### config.mk
export PLATFORM = sky130hd
export DESIGN_NAME = pwm_peripheral_mc
export DESIGN_NICKNAME = d
export VERILOG_FILES = /design/src/rtl/pwm_peripheral_mc.sv
export SDC_FILE = /design/constraint.sdc
export NUM_CORES = 1
export LEC_CHECK = 0
export ABC_AREA = 1
export BUFFER_PORTS_ARGS = -buffer_cell sky130_fd_sc_hd__buf_2
export CAP_MARGIN = 20
export CELL_PAD_IN_SITES_DETAIL_PLACEMENT = 1
export CELL_PAD_IN_SITES_GLOBAL_PLACEMENT = 1
export CORE_MARGIN = 5
export CORE_UTILIZATION = 25
export DETAILED_ROUTE_END_ITERATION = 10
export GPL_ROUTABILITY_DRIVEN = 0
export PLACE_DENSITY_LB_ADDON = 0.1
export SKIP_CTS_REPAIR_TIMING = 1
export SLEW_MARGIN = 5
export SYNTH_ARGS = -nofsm -noshare
export SYNTH_HDL_FRONTEND = slang
export SYNTH_SLANG_ARGS = --single-unit
### constraint.sdc
create_clock -name clk -period 5 [get_ports clk]
set_input_delay 0.25 -clock clk [delete_from_list [all_inputs] [get_ports clk]]
set_output_delay 0.25 -clock clk [all_outputs]
set_load 0.03 [all_outputs]
### src/rtl/pwm_peripheral_mc.sv
// Multi-channel PWM generator: shared prescaled timebase, edge/center-aligned counting,
// per-channel duty with shadow registers committed at period boundaries.
module pwm_peripheral_mc #(
    parameter int unsigned NUM_CH  = 16,
    parameter int unsigned CNT_W   = 8,
    parameter int unsigned PRESC_W = 8,
    localparam int unsigned CH_W   = (NUM_CH > 1) ? $clog2(NUM_CH) : 1
) (
    input  logic               clk,
    input  logic               rst_n,
    input  logic               enable,
    input  logic               center_mode,
    input  logic [CNT_W-1:0]   period,
    input  logic [PRESC_W-1:0] prescale,
    input  logic [NUM_CH-1:0]  en_out,
    input  logic [NUM_CH-1:0]  en_pwm,
    input  logic               duty_we,
    input  logic [CH_W-1:0]    duty_ch,
    input  logic [CNT_W-1:0]   duty_val,
    output logic [NUM_CH-1:0]  out,
    output logic               period_start
);

    logic [PRESC_W-1:0] presc_cnt;
    logic [PRESC_W-1:0] prescale_act;
    logic [CNT_W-1:0]   cnt;
    logic [CNT_W-1:0]   period_act;
    logic               dir_down;
    logic               mode_act;
    logic [CNT_W-1:0]   duty_pend [NUM_CH];
    logic [CNT_W-1:0]   duty_act  [NUM_CH];

    logic               tick;
    logic               boundary;
    logic               load;
    logic [CNT_W-1:0]   cnt_nxt;
    logic               dir_nxt;

    assign tick = (presc_cnt == prescale_act);
    assign load = !enable || boundary;

    // Next counter value and direction; boundary marks the tick where cnt returns to 0
    always_comb begin
        cnt_nxt  = cnt;
        dir_nxt  = dir_down;
        boundary = 1'b0;
        if (enable && tick) begin
            if (period_act == '0) begin
                cnt_nxt  = '0;
                dir_nxt  = 1'b0;
                boundary = 1'b1;
            end else if (!mode_act) begin
                if (cnt == period_act) begin
                    cnt_nxt  = '0;
                    boundary = 1'b1;
                end else begin
                    cnt_nxt = cnt + CNT_W'(1);
                end
            end else if (!dir_down) begin
                if (cnt == period_act) begin
                    // With TOP=1 the turn-around step already lands on 0
                    if (period_act == CNT_W'(1)) begin
                        cnt_nxt  = '0;
                        boundary = 1'b1;
                    end else begin
                        cnt_nxt = cnt - CNT_W'(1);
                        dir_nxt = 1'b1;
                    end
                end else begin
                    cnt_nxt = cnt + CNT_W'(1);
                end
            end else begin
                if (cnt == CNT_W'(1)) begin
                    cnt_nxt  = '0;
                    dir_nxt  = 1'b0;
                    boundary = 1'b1;
                end else begin
                    cnt_nxt = cnt - CNT_W'(1);
                end
            end
        end
    end

    // Timebase: prescaler, counter, direction and boundary pulse
    always_ff @(posedge clk or negedge rst_n) begin
        if (!rst_n) begin
            presc_cnt    <= '0;
            cnt          <= '0;
            dir_down     <= 1'b0;
            period_start <= 1'b0;
        end else if (!enable) begin
            presc_cnt    <= '0;
            cnt          <= '0;
            dir_down     <= 1'b0;
            period_start <= 1'b0;
        end else begin
            presc_cnt    <= tick ? '0 : presc_cnt + PRESC_W'(1);
            cnt          <= cnt_nxt;
            dir_down     <= dir_nxt;
            period_start <= boundary;
        end
    end

    // Active configuration shadows: transparent while disabled, else loaded at boundaries
    always_ff @(posedge clk or negedge rst_n) begin
        if (!rst_n) begin
            period_act   <= '0;
            prescale_act <= '0;
            mode_act     <= 1'b0;
            for (int i = 0; i < int'(NUM_CH); i++) begin
                duty_act[i] <= '0;
            end
        end else if (load) begin
            period_act   <= period;
            prescale_act <= prescale;
            mode_act     <= center_mode;
            for (int i = 0; i < int'(NUM_CH); i++) begin
                duty_act[i] <= duty_pend[i];
            end
        end
    end

    // Pending duty registers written from the register file
    always_ff @(posedge clk or negedge rst_n) begin
        if (!rst_n) begin
            for (int i = 0; i < int'(NUM_CH); i++) begin
                duty_pend[i] <= '0;
            end
        end else if (duty_we && (32'(duty_ch) < NUM_CH)) begin
            duty_pend[duty_ch] <= duty_val;
        end
    end

    // Output stage: compare against current count, then gate by enables
    always_ff @(posedge clk or negedge rst_n) begin
        if (!rst_n) begin
            out <= '0;
        end else begin
            for (int i = 0; i < int'(NUM_CH); i++) begin
                out[i] <= en_out[i] & (~en_pwm[i] | (cnt < duty_act[i]));
            end
        end
    end

endmodule

---- Yosys cells after proc, flatten, opt, wreduce, memory -nomap -nowiden ----
Cells that the tools add are included.
operators by class
  add/subtract/negate cells ............... 3
  magnitude comparators ................... 18
  equal/unequal tests ..................... 6
  mux-type cells .......................... 31
  bitwise operators ....................... 49
  reductions and logical operators ........ 6
operators with widths
  kind                   count
  $bwmux W128            1
  $lt A8 B8 Y1           16
  $mux W8                12
  $demux W8 S4           1
  $mux W1                17
  $add A8 B1 Y8 const B  2
  $and A1 B1 Y1          16
  $eq A8 B1 Y1 const B   2
  $eq A8 B8 Y1           2
  $not A1 Y1             16
  $or A1 B1 Y1           16
  $logic_not A8 Y1       1
  $sub A8 B1 Y8 const B  1
  $ge A5 B5 Y1 const B   1
  $lt A5 B1 Y1 const B   1
  $not A4 Y5             1
  $ne A3 B1 Y1 const B   1
  $logic_and A1 B1 Y1    2
  $ne A2 B1 Y1 const B   1
  $reduce_and A2 Y1      1
  $logic_not A1 Y1       1
  $logic_or A1 B1 Y1     1
word-level totals
  flip-flop bits (word level) ............. 307
  bits of input ports ..................... 65
  output and inout bits ................... 17

---- Depth between registers and ports, before layout ----
Gate-level depths: netlist of run 1.
  depth in word-level cells ............... 8
  mapped depth ............................ 14

---- Worst setup path before layout of run 1 ----
OpenSTA, ideal clock, no wires.
  path type ............................... reg2reg
  from .................................... reg cnt[1]
  to ...................................... reg duty_act[100] (netlist bit)
  setup time .............................. 0.117 ns
  arrival ................................. 1.889 ns
  setup slack ............................. 2.994 ns
  stages on the path, launching flop included .. 15
  path buffers ............................ 2
  period minus slack after synthesis ...... 2.006 ns
  cells stage by stage .................... dfrtp_1 -> inv_1 -> ha_1 -> nand2_1 -> nor3_1 -> nand3_1 -> nand2_1 -> inv_1 -> nand2_2 -> nand2_4 -> nand2_4 -> buf_6 -> buf_6 -> nand2_1 -> nand2_1
on the way
  cells in the longest elaborated chain, start to end .. 7
  elaborated cells on any way between the ends .. 10
  classes of those cells .................. eq/ne: 2; mux: 7; reduce/logical: 1
RTL lines
  item                                                 line        source
  from (decl)                                          26          logic [CNT_W-1:0] cnt;
  from (signal assigned)                               98          cnt <= cnt_nxt;
  $eq A8 B8 Y1 / $eq A8 B1 Y1 (equally long branches)  53, 60, 73
  $mux W1 (on tied branches)                           60, 73
  $mux W1                                              59          end else if (!dir_down) begin
  $mux W1 *                                            52          end else if (!mode_act) begin
  $mux W1 *                                            48          if (period_act == '0) begin
  $mux W1 *                                            47          if (enable && tick) begin
  $logic_or A1 B1 Y1 *                                 40          assign load = !enable || boundary;
  to (signal, indexed assignment)                      118         duty_act[i] <= duty_pend[i];
  to (decl)                                            31          logic [CNT_W-1:0] duty_act [NUM_CH];
Every way passes the cells marked *; elsewhere a longest branch is shown, timed or not.
A chain may end at the register's enable or synchronous reset.

---- Final worst setup path of run 1 ----
  from .................................... reg cnt[7]
  to ...................................... reg duty_act[82] (netlist bit)
The elaborated chain is that of the path after synthesis.

==> results of run 1 <==
-- final timing paths --
path | from | end | slack, ns | cells past startpoint
worst max-delay path | cnt[7] | duty_act[82] | 2.00 | 11
worst min-delay path | enable | prescale_act[4] | 0.13 | 3
worst max register to register | cnt[7] | duty_act[82] | 2.00 | 11
worst min register to register | duty_pend[106] | duty_act[106] | 0.46 | 2
max in group asynchronous | rst_n | duty_pend[95] | 3.32 | 3
min in group asynchronous | rst_n | duty_pend[28] | 0.31 | 2
-- metrics by stage --
step	cell area, µm²	total power, µW
3_5_place_dp	16300	4310
3_3_place_gp	16200	4260
2_1_floorplan	15100	3920
5_1_grt	18100	7530
6_report	18100	7030
4_1_cts	17500	7170
-- final cells by class --
type / instances / area [µm²]
Sequential cell: 307 / 7680
Antenna cell: 4 / 10.0
Inverter: 165 / 619
Multi-Input combinational cell: 1223 / 6360
Clock buffer: 62 / 1170
Clock inverter: 7 / 65.1
Fill cell: 7046 / 41900
Tap cell: 782 / 978
Timing Repair Buffer: 157 / 1190
-- state kept, by name, summed over array words and instances, names as in the netlist --
signal,cells
duty_act,128
duty_pend,128
out,16
cnt,8
period_act,8
presc_cnt,8
prescale_act,8
dir_down,1
mode_act,1
period_start,1
-- kinds of logic (layout without fill, tap and decap cells) --
logic type	count (synthesis)	in the layout
AOI/OAI and AO/OA	259	259
xor gates and xnor gates	10	10
adders and majority gates	116	116
buffers and inverters	243	391
DFF	307	307
other	0	4
and+or+nand+nor	838	838
-- power breakdown --
part | internal, µW | switching (µW)
Clock | 1620 | 1140
Combinational | 449 | 658
Sequential | 2930 | 236
Total | 5000 | 2030
-- per-layer routing --
metal	vias to the layer above	wire length [µm]
met1	5951	22400
met3	46	1710
met4	0	728
met2	137	22000
li1	5980	-
met5	-	0
-- synthesized netlist by cell type (all sizes together) --
library cell and number:
clkinv 1, dfrtp 307, ha 116, a21boi 18
xnor2 3, nand3 169, xor2 7, a21oi 100
or2 6, o22ai 1, nand3b 1, nor2 80
nand4 8, clkbuf 33, nor3b 1, inv 164
o21ai 124, o211ai 16, nand2 566, nor3 7
buf 45
-- worst reg2reg max path: stages, from the launching register on --
cell,delay (ns)
dfrtp_1,0.70
buf_4,0.39
nor3_1,0.22
nand3_1,0.09
nand2_1,0.08
inv_1,0.05
nand2_2,0.09
nand2_4,0.07
nand2_4,0.54
buf_12,0.42
nand2_1,0.19
nand2_1,0.08
-- cells in the final DEF (no fill, tap or decap), types with 18 or more instances in the layout --
| cell type | instances |
|---|---|
| inv_1 | 159 |
| buf_4 | 22 |
| buf_2 | 79 |
| ha_1 | 116 |
| nand2_1 | 563 |
| dlygate4sd3_1 | 50 |
| clkbuf_16 | 40 |
| o21ai_0 | 124 |
| dfrtp_1 | 307 |
| nor2_1 | 78 |
| a21oi_1 | 100 |
| a21boi_0 | 18 |
| nand3_1 | 169 |
==> impl_metrics.csv, run 1 <==
group,metric,value,unit
setup_path,cp_max_fo,75,
setup_path,crit_path_end_kind,"flip-flop",
clock_network,clkLatencyLatePin,0.57,ns
run_status,outcome,"complete, no violations",
floorplan,die_h,256,µm
synthesis,syn_avg_cell_area,8.50,µm²
synthesis,yosysWarnings,0,
pwr,leakage,0.00923,µW
synthesis,synth.net_count,1954,
global_routing,antenna_found_initial,3,
detailed_routing,via_count,12100,
placed_design,placed_cells,2579,
sta,hold_ws,0.128,ns
setup_path,critical_path_required,5.49,ns
global_routing,top_usage_layer,"met2",
global_routing,grt_util_met1,0.196,
synthesis,synth_xor_area_frac,0.00581,
sta,drv_slew,0,
detailed_routing,final_antenna_net_count,0,
global_routing,grt_use_met2,0.240,
sta,max_clock_freq,0.333,GHz
global_routing,grt_max_degree,147,
floorplan,rows,90,
global_routing,track_usage,0.143,
setup_path,critPathKind,"reg -> reg",
floorplan,io_pins,82,
placed_design,port_buffers,81,
synthesis,synth_fa_ha_area_frac,0.0963,
run,maxCapViolCount,0,
detailed_routing,firstDrtPassIters,4,
detailed_routing,drtIter0Drc,476,
clock_network,cts_buffer_depth,3,
finish,drive_above_1_share,0.0932,
floorplan,core-area,60000,µm²
sta,skew,0.0167,ns
clock_network,cts.sinks,307,
setup_path,cp_cell_sequence,"buf_4 > nor3_1 > nand3_1 > nand2_1 > inv_1 > nand2_2 > nand2_4 > nand2_4 > buf_12 > nand2_1 > nand2_1",
sta,tightest_slew,0.962,ns
pwr,peakVddDrop,0.192,mV
sta,hold_viol_final,0,
global_routing,grt_pass1_vias,12800,
detailed_routing,drc,0,
sta,period_share,0.601,
pwr,powerDensity,389,nW/µm²
clock_network,path_clk_slew,0.06,ns
global_routing,grt_pass1_wl,74300,µm
synthesis,seq_area_frac_synth,0.510,
finish,fin_util,0.301,
finish,syn_to_final_growth,19.9,%
synthesis,synth_cell_types,30,
global_routing,grt_overflow,0,
synthesis,yosys.area.top_type,"dfrtp_1",
finish,stdcell_count,2707,
sta,finalSetupViolCount,0,
setup_path,cp.arrival,3.49,ns
synthesis,synth_compound_area_frac,0.0917,
placed_design,dpl_worst_slack,1.97,ns
sta,relSlewSlack,0.358,
floorplan,die_w,256,µm
floorplan,die_area,65300,µm²
synthesis,synthMuxAreaShare,0,
sta,fin_crit,3.00,ns
global_routing,use_met3,0.0255,
detailed_routing,wl,46900,µm
sta,tns,0,ns
synthesis,synth_top_family_by_area,"simple AND/OR/NAND/NOR gates",
setup_path,critPathLaunchType,"flip-flop",
synthesis,synth_seq_cells,307,
setup_path,cp_top_family,"simple AND/OR/NAND/NOR gates",
clock_network,cts_tree,"done",
floorplan,start_util,0.251,
setup_path,slowest_delay,0.70,ns
clock_network,cts_buffers,40,
clock_network,cts-htree-levels,2,
sta,timing.final.ws_setup,2.00,ns
placed_design,dpl.hpwl,27500,µm
detailed_routing,viasPerCell,4.48,
clock_network,cts-root-buf,"clkbuf_16",
synthesis,yosys.area_share.simple,0.228,
setup_path,worst-path-buf-inv,3,
synthesis,postSynthCellCount,1773,
sta,rsz0062_at_grt,"no",
detailed_routing,route.detailed.wl_per_inst,17.3,µm
finish,layout.nets,2075,
setup_path,crit_path_top_delay_cell,"dfrtp_1",
synthesis,yosysTopAreaCellShare,0.510,
min_path,hp-class,"in -> reg",
setup_path,cpMostUsedCell,"nand2_1",
synthesis,yosys-top-cells-area,"dfrtp_1 (51%), nand2_1 (14%), ha_1 (9.6%)",
synthesis,synth_area,15100,µm²
Power figures use the tool's default switching activity.
==> inputs of run 2 (changes only) <==
Clock period 5 ns to 3.05 ns, I/O delays scaled along.
==> run 2 against run 1 <==
  * The flow now finishes with violations (negative hold slack)
  * Design area rose by 1.3%
  * Sequential power rose by 64%
  * Clock skew rose by 0.0067 ns
  * Clock-buffer cell count fell by 1
  * Register-to-register slack got worse by 1.6 ns
  * Largest power group unchanged
==> impl_metrics.csv, run 2 (synthesis gave the netlist of run 1 again) <==
group,metric,value,unit
run_status,outcome,"finished, violations left",
run_status,violations,"negative hold slack",
pwr,p_seq_frac,0.443,
global_routing,track_usage,0.144,
detailed_routing,viasPerCell,4.43,
detailed_routing,via_count,12100,
sta,finalSetupViolCount,0,
setup_path,critical_path_required,3.55,ns
setup_path,crit_path_end_kind,"flip-flop",
pwr,leakage,0.00937,µW
finish,multi_input_comb_area,6360,µm²
finish,seqCellArea,7680,µm²
setup_path,critPathLaunchType,"flip-flop",
finish,layout.nets,2093,
clock_network,cts.sinks,307,
clock_network,cts-root-buf,"clkbuf_16",
setup_path,crit_start,"cnt[7]",
clock_network,cts_tree,"done",
floorplan,start_util,0.251,
min_path,hp-class,"in -> reg",
detailed_routing,route.detailed.wl_per_inst,17.3,µm
finish,top_regs,"duty_act: 128 flops, duty_pend: 128 flops, out: 16 flops",
floorplan,io_pins,82,
pwr,clkPwrFrac,0.400,
detailed_routing,firstDrtPassIters,5,
floorplan,die_area,65300,µm²
clock_network,path_clk_slew,0.06,ns
global_routing,antenna_found_initial,2,
global_routing,grt_max_degree,147,
placed_design,placed_cells,2595,
placed_design,dpl_worst_slack,0.636,ns
clock_network,cts_buffer_depth,3,
setup_path,reg2regPathDepth,13,
sta,hold_viol_final,2,
finish,final_common_cell,"nand2_1",
finish,num-fill-cells,7044,
placed_design,port_buffers,81,
setup_path,r2r_start,"cnt[7]",
setup_path,cp_max_fo,146,
sta,tns,0,ns
detailed_routing,drc,0,
setup_path,cp.arrival,3.15,ns
sta,skew,0.0234,ns
detailed_routing,wl,47200,µm
finish,syn_to_final_growth,21.5,%
pwr,peakVddDrop,0.295,mV
sta,tightest_slew,1.02,ns
pwr,switchingPower,3330,µW
placed_design,dpl_cell_area,16400,µm²
sta,hold_ws,-0.0127,ns
detailed_routing,dr_wl_met2,21900,µm
sta,drv_slew,0,
pwr,p_comb_frac,0.157,
global_routing,grt_pass1_wl,75000,µm
floorplan,die_h,256,µm
finish,final_cell_area,18300,µm²
setup_path,r2r-end,"prescale_act[2]",
detailed_routing,highest_layer,"met4",
floorplan,core-area,60000,µm²
sta,rsz0062_at_grt,"no",
global_routing,grt_overflow,0,
finish,stdcell_count,2723,
sta,max_clock_freq,0.377,GHz
sta,period_share,0.870,
pwr,intPower,8420,µW
pwr,powerDensity,642,nW/µm²
finish,drive_above_1_share,0.0994,
detailed_routing,wl_met1,22900,µm
finish,layout_common_cells,"nand2_1 (563), dfrtp_1 (307), nand3_1 (169), inv_1 (159), o21ai_0 (124)",
setup_path,crit_path_end,"prescale_act[2]",
pwr,swShare,0.283,
detailed_routing,final_antenna_net_count,0,
clock_network,cts-htree-levels,2,
clock_network,cts_buffers,40,
sta,relSlewSlack,0.319,
finish,diodes,0,
placed_design,dpl.hpwl,28400,µm
detailed_routing,drtIter0Drc,471,
setup_path,critPathKind,"reg -> reg",
clock_network,clkLatencyLatePin,0.57,ns
global_routing,grt_pass1_vias,12700,
sta,timing.final.ws_setup,0.397,ns
setup_path,r2r_slack,0.40,ns
detailed_routing,routed-wl-met3,1280,µm
floorplan,rows,90,
run,maxCapViolCount,0,
sta,fin_crit,2.65,ns
floorplan,die_w,256,µm
run 2: how the worst min path moves through the flow:
stage / start / depth (start not counted) / slack, ns / end
CTS: rst_n / 1 / -0.36 / presc_cnt[0]
floorplan: rst_n / 0 / -0.14 / cnt[0]
global placement: rst_n / 1 / 0.25 / mode_act
finish: enable / 3 / -0.01 / prescale_act[7]
global route: enable / 3 / 0.002 / prescale_act[7]
detailed placement: rst_n / 1 / 0.24 / out[0]
run 2: per-stage QoR:
stage                util  power, µW
detailed placement  0.274       7090
finish              0.305      11700
global placement    0.273       7010
floorplan               -       6430
global route        0.305      12600
CTS                 0.296      12000
run 2: per-layer routing:
layer | GRT usage | up-vias
li1 | - | 6022
met2 | 0.239 | 129
met1 | 0.198 | 5862
met4 | 0.0414 | 0
met5 | 0 | -
met3 | 0.0215 | 63
run 2: worst max-delay path: stages, from the launching register on:
cell and delay [ns]:
dfrtp_1 0.37, buf_4 0.24, inv_1 0.11, nand2_1 0.08
nand2_1 0.05, nand2_1 0.05, nor2_1 0.07, nand3_1 0.10
nand2_2 0.07, nand2_4 0.09, buf_12 0.57, nand3_1 0.16
nand2_1 0.10, dlygate4sd3_1 0.54
run 2: layout make-up:
type                            count  area share
Clock buffer                       61      0.0651
Sequential cell                   307       0.419
Timing Repair Buffer              175      0.0750
Multi-Input combinational cell   1223       0.347
Inverter                          165      0.0338
Tap cell                          782      0.0534
Clock inverter                     10     0.00608
run 2: power groups by stage:
stage,Combinational [µW],Sequential [µW],Clock [µW]
floorplan,1210,5210,0
global placement,1740,5270,0
detailed placement,1820,5280,0
CTS,1830,5210,4930
global route,2190,5310,5090
finish,1840,5200,4700
